==> src/rtl/alu_result_stage.sv <==
// Result stage behind the 32-bit ALU: buffers results in a small FIFO,
// tracks the architectural condition codes, sticky overflow and a retired count.
module alu_result_stage #(
    parameter int DEPTH = 2,
    parameter int CNT_W = 16
) (
    input  logic             clk,
    input  logic             rst,
    input  logic             in_valid,
    output logic             in_ready,
    input  logic [31:0]      in_y,
    input  logic [2:0]       in_op,
    input  logic             in_n,
    input  logic             in_z,
    input  logic             in_c,
    input  logic             in_o,
    output logic             out_valid,
    input  logic             out_ready,
    output logic [31:0]      out_y,
    output logic [2:0]       out_op,
    output logic [3:0]       out_flags,
    output logic [3:0]       ccr,
    input  logic [3:0]       cond_sel,
    output logic             cond_true,
    output logic             sticky_o,
    input  logic             sticky_clr,
    output logic [CNT_W-1:0] retired
);

    localparam int AW = (DEPTH > 1) ? $clog2(DEPTH) : 1;
    localparam logic [AW:0] FULL = (AW+1)'(DEPTH);

    logic [31:0] mem_y    [DEPTH];
    logic [2:0]  mem_op   [DEPTH];
    logic [3:0]  mem_flag [DEPTH];

    logic [AW-1:0] wr_ptr;
    logic [AW-1:0] rd_ptr;
    logic [AW:0]   count;

    logic push;
    logic pop;
    logic arith_op;

    assign in_ready  = (count < FULL);
    assign out_valid = (count != '0);
    assign push      = in_valid & in_ready;
    assign pop       = out_valid & out_ready;
    assign arith_op  = (in_op <= 3'd2);

    assign out_y     = mem_y[rd_ptr];
    assign out_op    = mem_op[rd_ptr];
    assign out_flags = mem_flag[rd_ptr];

    // FIFO storage and pointers; storage is cleared on reset so the head never shows X
    always_ff @(posedge clk) begin
        if (rst) begin
            wr_ptr <= '0;
            rd_ptr <= '0;
            count  <= '0;
            for (int i = 0; i < DEPTH; i++) begin
                mem_y[i]    <= '0;
                mem_op[i]   <= '0;
                mem_flag[i] <= '0;
            end
        end else begin
            if (push) begin
                mem_y[wr_ptr]    <= in_y;
                mem_op[wr_ptr]   <= in_op;
                mem_flag[wr_ptr] <= {in_n, in_z, in_c, in_o};
                wr_ptr           <= wr_ptr + 1'b1;
            end
            if (pop) begin
                rd_ptr <= rd_ptr + 1'b1;
            end
            if (push && !pop) begin
                count <= count + 1'b1;
            end else if (!push && pop) begin
                count <= count - 1'b1;
            end
        end
    end

    // Logical ops only refresh N/Z; carry and overflow keep their last arithmetic values
    always_ff @(posedge clk) begin
        if (rst) begin
            ccr      <= '0;
            sticky_o <= 1'b0;
            retired  <= '0;
        end else begin
            if (push) begin
                case (in_op)
                    3'b000, 3'b001, 3'b010: ccr <= {in_n, in_z, in_c, in_o};
                    3'b011, 3'b100, 3'b101, 3'b110: ccr[3:2] <= {in_n, in_z};
                    default: ;
                endcase
            end
            if (push && arith_op && in_o) begin
                sticky_o <= 1'b1;
            end else if (sticky_clr) begin
                sticky_o <= 1'b0;
            end
            if (pop && (retired != {CNT_W{1'b1}})) begin
                retired <= retired + 1'b1;
            end
        end
    end

    logic fn, fz, fc, fo;
    assign {fn, fz, fc, fo} = ccr;

    always_comb begin
        cond_true = 1'b0;
        case (cond_sel)
            4'd0:  cond_true = fz;
            4'd1:  cond_true = !fz;
            4'd2:  cond_true = fc;
            4'd3:  cond_true = !fc;
            4'd4:  cond_true = fn;
            4'd5:  cond_true = !fn;
            4'd6:  cond_true = fo;
            4'd7:  cond_true = !fo;
            4'd8:  cond_true = fc & !fz;
            4'd9:  cond_true = !fc | fz;
            4'd10: cond_true = (fn == fo);
            4'd11: cond_true = (fn != fo);
            4'd12: cond_true = !fz & (fn == fo);
            4'd13: cond_true = fz | (fn != fo);
            4'd14: cond_true = 1'b1;
            default: cond_true = 1'b0;
        endcase
    end

endmodule
==> config.mk <==
export PLATFORM = sky130hd
export DESIGN_NAME = alu_result_stage
export DESIGN_NICKNAME = d
export VERILOG_FILES = /design/src/rtl/alu_result_stage.sv
export SDC_FILE = /design/constraint.sdc
export NUM_CORES = 1
export LEC_CHECK = 0
export BUFFER_PORTS_ARGS = -buffer_cell sky130_fd_sc_hd__clkbuf_2
export CAP_MARGIN = 25
export CORE_MARGIN = 2
export CORE_UTILIZATION = 58
export CTS_BUF_LIST = sky130_fd_sc_hd__clkbuf_4 sky130_fd_sc_hd__clkbuf_8 sky130_fd_sc_hd__clkbuf_16
export CTS_CLUSTER_SIZE = 8
export DETAILED_ROUTE_END_ITERATION = 12
export GPL_TIMING_DRIVEN = 0
export PLACE_DENSITY = 0.82
export SLEW_MARGIN = 20
export SYNTH_ARGS = -nofsm -noshare
export SYNTH_HDL_FRONTEND = slang
export SYNTH_SLANG_ARGS = --single-unit
export TNS_END_PERCENT = 5
==> constraint.sdc <==
create_clock -name clk -period 4.7 [get_ports clk]
set_input_delay 0.705 -clock clk [delete_from_list [all_inputs] [get_ports clk]]
set_output_delay 0.705 -clock clk [all_outputs]
set_load 0.01 [all_outputs]
## Word level (Yosys, flattened, before mapping)

Memory sizes are Yosys's and may differ from the RTL's. A register that Yosys moved wholly into a read port is not among the register bits.
Index checks and enable logic that the tools add are counted.

| word-level totals | value |
|---|---|
| register bits after elaboration | 25 |
| memories | 3 |
| output and inout bits | 63 |
| memory bits (writable) | 78 |
| bits of input ports | 48 |
| word-level logic and storage cells | 94 |

Memories:

| name | words | bits a word | rd ports | clocked after memory_dff | write ports | line | source |
|---|---|---|---|---|---|---|---|
| mem_y | 2 | 32 | 1 | 1 | 2 | 33 | `logic [31:0] mem_y [DEPTH];` |
| mem_flag | 2 | 4 | 1 | 1 | 2 | 35 | `logic [3:0] mem_flag [DEPTH];` |
| mem_op | 2 | 3 | 1 | 1 | 2 | 34 | `logic [2:0] mem_op [DEPTH];` |

| cells by class | value |
|---|---|
| bitwise logic cells | 6 |
| equality and inequality tests | 23 |
| add/sub/neg operators | 5 |
| order comparisons | 2 |
| reductions and logical operators | 23 |
| multiplexer cells | 25 |

Operators with widths:

| kind | number |
|---|---|
| two-way mux 32 bit | 1 |
| OR reduction 32 bit | 1 |
| equality test 4 bit (second input constant) | 7 |
| two-way mux 1 bit | 19 |
| adder 16 x 1 -> 16 bit (second input constant) | 1 |
| equality test 4 x 3 -> 1 bit (second input constant) | 4 |
| inequality test 16 bit (second input constant) | 1 |
| case mux 1 bit (15 select lines) | 1 |
| equality test 3 bit (second input constant) | 3 |
| equality test 4 x 2 -> 1 bit (second input constant) | 2 |
| OR reduction 7 bit | 1 |
| equality test 3 x 2 -> 1 bit (second input constant) | 2 |
| zero test 1 bit | 6 |
| nonzero test 2 bit | 3 |
| OR reduction 3 bit | 2 |
| logical AND 1 bit | 5 |
| AND 1 bit | 4 |
| equality test 4 x 1 -> 1 bit (second input constant) | 1 |
| zero test 4 bit | 1 |
| two-way mux 2 bit | 2 |
| two-way mux 4 bit | 1 |
| AND reduction 2 bit | 2 |
| OR reduction 4 bit | 1 |
| equality test 3 x 1 -> 1 bit (second input constant) | 1 |
| 10 further kinds | 12 |

## Longest topological paths before layout

| depth | value |
|---|---|
| word-level depth | 7 |
| gate-level depth with buffers | 7 |
| gate-level depth less buffers | 7 |

## Worst setup path after synthesis

OpenSTA, ideal clock, no wires.

| timing | value |
|---|---|
| kind | input to register |
| start | input in_valid |
| end | memory mem_flag[0][0], enable pin |
| stages on the path | 2 |
| arrival time | 2681 ps |
| slack | 1575 ps |
| data required time | 4256 ps |
| setup time | 444 ps |
| path buffers | 0 |
| path through | nand2_1 o21bai_1 |

RTL lines:

| element | line | source |
|---|---|---|
| start, declared | 9 | `input logic in_valid,` |
| end, declared | 35 |  |

==> summary by stage <==
Power and ir drop
The post-layout total power is around 0.0023 W. IR analysis of the VDD net gives a maximum drop of roughly 0.31 mV. Internal power comes to between 0.0015 and 0.002 W. In this run the power density over the cells is 404 mW/mm^2.

Per report_power, the clock group accounts for 21.4% of the total. The part of the total power dissipated in sequential elements is 50.7%. Combinational cells account for 27.9% of the total power. Net switching is between 20% and 30% of the power. The analysis attributes to net switching a power of a little under 0.0007 W.

The analysis attributes to cell leakage a power of ~2.4 nW.

Synthesis
The number of nets handed over by synthesis was 439. The number of synthesized flops with an enable pin is 78. The dominant register cell in the synthesized netlist is sky130_fd_sc_hd__edfxtp_1. The sequential cell area fraction in the yosys report is 59.2%. The post-synthesis share of cell area spent on and, or, nand and nor gates is 20.5%. Of all cell types, the one taking the most synthesized area is sky130_fd_sc_hd__edfxtp_1.

Summing every instance area after synthesis gives 0.00483 sq mm. The compound-gate portion of the synthesized area is 6.21%. The most instantiated library cell after synthesis is sky130_fd_sc_hd__edfxtp_1. Ranked by total cell area, the synthesized netlist is headed by sky130_fd_sc_hd__edfxtp_1 (48%), sky130_fd_sc_hd__dfxtp_1 (11%), sky130_fd_sc_hd__and2_1 (9.8%).

Synthesis produced a netlist whose cell count is slightly below 400. Each instance of the synthesized netlist takes up on average 12.5 sq um. In this run, synthesis produced a sequential element count of 104. The largest family of logic cells by synthesized area is simple AND/OR/NAND/NOR gates.

The proportion of register bits with asynchronous set or reset after synthesis is 0%. Ranked by instance count, the synthesized netlist is headed by sky130_fd_sc_hd__edfxtp_1 (78), sky130_fd_sc_hd__and2_1 (76), sky130_fd_sc_hd__mux2_2 (39), sky130_fd_sc_hd__dfxtp_1 (26), sky130_fd_sc_hd__a21oi_1 (20). The number of warnings reported in the yosys synthesis log is 0. The count of different cell masters after synthesis is 57. The synthesized design devotes to its leading area cell type between 40% and 50% of total area.

The adder and majority gate portion of the synthesized area is 0.777%. The post-synthesis mux area share is 9.74%. The synthesized netlist devotes under 10% of its cell area to XOR and XNOR gates.

Timing
For the pin with the worst max-slew slack, the measured transition is 0.955 ns. In the final timing run, aggregate negative setup slack is 0 ns. The number of hold violations in the final report was 0.

The remaining max-slew budget at the tightest pin is 36.3%. The setup skew after layout is around 0.0099 ns. The share of the cycle needed by the critical path after routing is 59.2%.

Setup repair after global routing left no endpoint under its margin. The final setup violation count is 0. After layout, the minimum clock period comes to 2.78 ns. The number of max-slew violations in the final report is 0. For this run, the top clock speed supported by timing is 360 MHz. The worst hold slack is 0.480 ns.

Placed design
The quantity of I/O buffers inserted on ports is between 100 and 150. The global placer's final weighted congestion is between 0.8 and 0.9. The detailed placer's ending HPWL is around 6800 um.

Layout
For this run, the post-layout net count is 562. Compared with the post-synthesis result, the final layout area differs by 18.6%. The repair_antennas step left the layout with diodes totalling 0. The layout cell share with drive strength beyond 1 is a little over a third.

Floorplanning
The initial cell density of the core is 59.4%. 111 I/O pins were placed. In this run the core area contains 33 standard-cell rows.

The core region is 0.00813 sq mm. The die height is 95.3 um. The floorplan step defined a die boundary enclosing 0.00908 sq mm. The die extent in x is 95.3 um.

CTS
The tree is rooted in a sky130_fd_sc_hd__clkbuf_8. The clock transition time at the flip-flop clock pins of the worst setup and hold paths is approximately 0.09 ns. The largest buffer count on any clock path is 2.

After clock tree synthesis, the flow added hold-fix buffers numbering 0. The number of setup buffers added after CTS is 0. The clock buffer count from CTS is 9.

TritonCTS built the clock tree. Once the clock tree was built, the resizer swapped 0 gates to a different size. The H-tree generated during clock tree synthesis spans 3 levels. The source-to-sink clock delay at the later pin of the worst-skew pair is 0.37 ns.

The sink count of the clock tree is 104.

Critical path
The worst path buffer plus inverter count is 3. The sort of element at the end of the critical path is a primary output. For the worst setup path, the data required time is 3.99 ns. The cell family contributing the most delay on the critical path is buffers and inverters. The critical path in this run is classified as register to primary output. Traced cell by cell, the critical path runs through buf_2, buf_1, mux2_2, clkbuf_2. The delay of the slowest cell on the worst path is approximately 0.50 ns. The critical-path maximum fanout is 10. Data on the critical path arrives at its endpoint at between 2 and 2.5 ns.

The cell with the biggest individual delay on the critical path is sky130_fd_sc_hd__buf_1. The startpoint type of the worst setup path is a register.

Job
The tool flagged a number of max-cap violations equal to 0.

Detailed routing
For this block, the initial DRC count from the detailed router was 128. The remaining routing DRC violations is 0. The via density per instance is 5.45. The antenna violation net count after detailed routing is 0. The first detailed-routing pass took 4 iterations. The average detailed-routed wire length per instance is 15.3 um. After detailed routing, the total wire length is 9520 um. The routed layout has 3382 vias.

Global route
The first-pass GRT wire length is 15100 um. Global routing finished with a remaining overflow of 0. The number of global-route vias before repair is 3275. The initial antenna violation count is 0. The maximum number of pins on one net before global-route repair is 40. The total routing usage reported by global routing is a little over a fifth.

Worst hold path
The path category of the worst min-delay check is register to register.

Outcome
The run finished with clean final reports.
==> power by group through the flow <==
stage	combinational (W)	sequential [W]	clock, W
finish	0.000644	0.00117	0.000496
global route	0.000708	0.00119	0.000542
CTS	0.000653	0.00117	0.000504
detailed placement	0.000648	0.00120	0
global placement	0.000625	0.00119	0
floorplan	0.000416	0.00118	0
==> metal layers <==
layer	vias up	routed length [um]	GRT usage, %
met5	-	0	0
met4	0	156	9.66
met3	15	601	4.19
met2	96	4760	37.1
met1	1607	4000	27.4
li1	1664	-	-
==> worst reg2reg max path, cell delays in order, from the launching register on <==
cell and delay [ns]:
sky130_fd_sc_hd__dfxtp_1 0.35, sky130_fd_sc_hd__inv_1 0.08, sky130_fd_sc_hd__nand2_1 0.18, sky130_fd_sc_hd__nor3b_1 0.45, sky130_fd_sc_hd__clkbuf_1 0.40, sky130_fd_sc_hd__or2_2 0.83
==> metrics by stage <==
step / area (sq um) / std cells / setup WS (ns) / util, %
floorplan: 4830 / 388 / 1.57 / -
global placement: 5510 / 603 / 0.455 / 67.8
detailed placement: 5550 / 604 / 1.68 / 68.3
CTS: 5720 / 620 / 1.86 / 70.4
global route: 5730 / 621 / 1.81 / 70.4
finish: 5730 / 621 / 1.92 / 70.4
==> state kept, by name, indices dropped and copies added, names as in the netlist, named ones only <==
signal,count
ccr,4
count,2
mem_flag,8
mem_op,6
mem_y,64
rd_ptr,1
retired,16
sticky_o,1
wr_ptr,1
==> cells in the final DEF (no fill, tap or decap), types with 2 or more instances in the layout <==
cell | netlist | routed
sky130_fd_sc_hd__clkinv_2 | 0 | 2
sky130_fd_sc_hd__clkbuf_1 | 15 | 15
sky130_fd_sc_hd__buf_1 | 2 | 2
sky130_fd_sc_hd__and3_2 | 2 | 2
sky130_fd_sc_hd__nor3_1 | 5 | 5
sky130_fd_sc_hd__nand2_1 | 10 | 10
sky130_fd_sc_hd__dfxtp_1 | 26 | 26
sky130_fd_sc_hd__mux2i_1 | 2 | 2
sky130_fd_sc_hd__nor2b_1 | 2 | 2
sky130_fd_sc_hd__nor4_1 | 3 | 3
sky130_fd_sc_hd__or3_1 | 8 | 8
sky130_fd_sc_hd__inv_1 | 4 | 4
sky130_fd_sc_hd__nor3b_1 | 3 | 3
sky130_fd_sc_hd__o21ai_1 | 5 | 5
sky130_fd_sc_hd__nand3_1 | 4 | 4
sky130_fd_sc_hd__xor2_1 | 4 | 4
sky130_fd_sc_hd__or4_1 | 3 | 3
sky130_fd_sc_hd__clkbuf_8 | 0 | 9
sky130_fd_sc_hd__and4_4 | 2 | 2
sky130_fd_sc_hd__nor2_1 | 12 | 12
sky130_fd_sc_hd__edfxtp_1 | 78 | 78
sky130_fd_sc_hd__a21oi_1 | 20 | 20
sky130_fd_sc_hd__and2_1 | 76 | 76
sky130_fd_sc_hd__clkbuf_2 | 0 | 111
sky130_fd_sc_hd__o31ai_1 | 5 | 5
sky130_fd_sc_hd__a22oi_1 | 2 | 2
sky130_fd_sc_hd__xnor2_1 | 3 | 3
sky130_fd_sc_hd__o21ai_0 | 5 | 5
sky130_fd_sc_hd__o21a_1 | 2 | 2
sky130_fd_sc_hd__mux2_2 | 39 | 39
sky130_fd_sc_hd__ha_1 | 3 | 3
sky130_fd_sc_hd__or2_2 | 2 | 2
sky130_fd_sc_hd__clkinvlp_4 | 0 | 2
sky130_fd_sc_hd__nand4_1 | 8 | 8
sky130_fd_sc_hd__nand2b_1 | 6 | 6
==> path summary, 6_finish.rpt <==
path / startpoint / slack [ns] / depth (start not counted) / endpoint
setup / recovery: register / 1.92 / 4 / out_op[1]
hold / removal: sticky_o / 0.48 / 2 / sticky_o
setup reg to reg: count[1] / 2.04 / 5 / mem_y[1][30]
hold reg to reg: sticky_o / 0.48 / 2 / sticky_o
==> cell type report <==
| class | instances | area, sq um |
|---|---|---|
| Buffer | 20 | 87.6 |
| Clock buffer | 9 | 124 |
| Clock inverter | 7 | 47.5 |
| Fill cell | 602 | 2400 |
| Inverter | 6 | 22.5 |
| Multi-Input combinational cell | 258 | 1870 |
| Sequential cell | 104 | 2860 |
| Tap cell | 105 | 131 |
| Timing Repair Buffer | 112 | 583 |
==> logic make-up (layout without fill, tap and decap cells) <==
kind of cell / Yosys count / after routing
AND/OR/NAND/NOR: 157 / 157
XOR/XNOR: 7 / 7
AO/OA/AOI/OAI: 49 / 49
flip-flops: 104 / 104
adder cells (fa/ha/maj): 3 / 3
multiplexers: 42 / 42
buffers and inverters: 26 / 154
No activity file was read; power rests on OpenSTA's default activity.
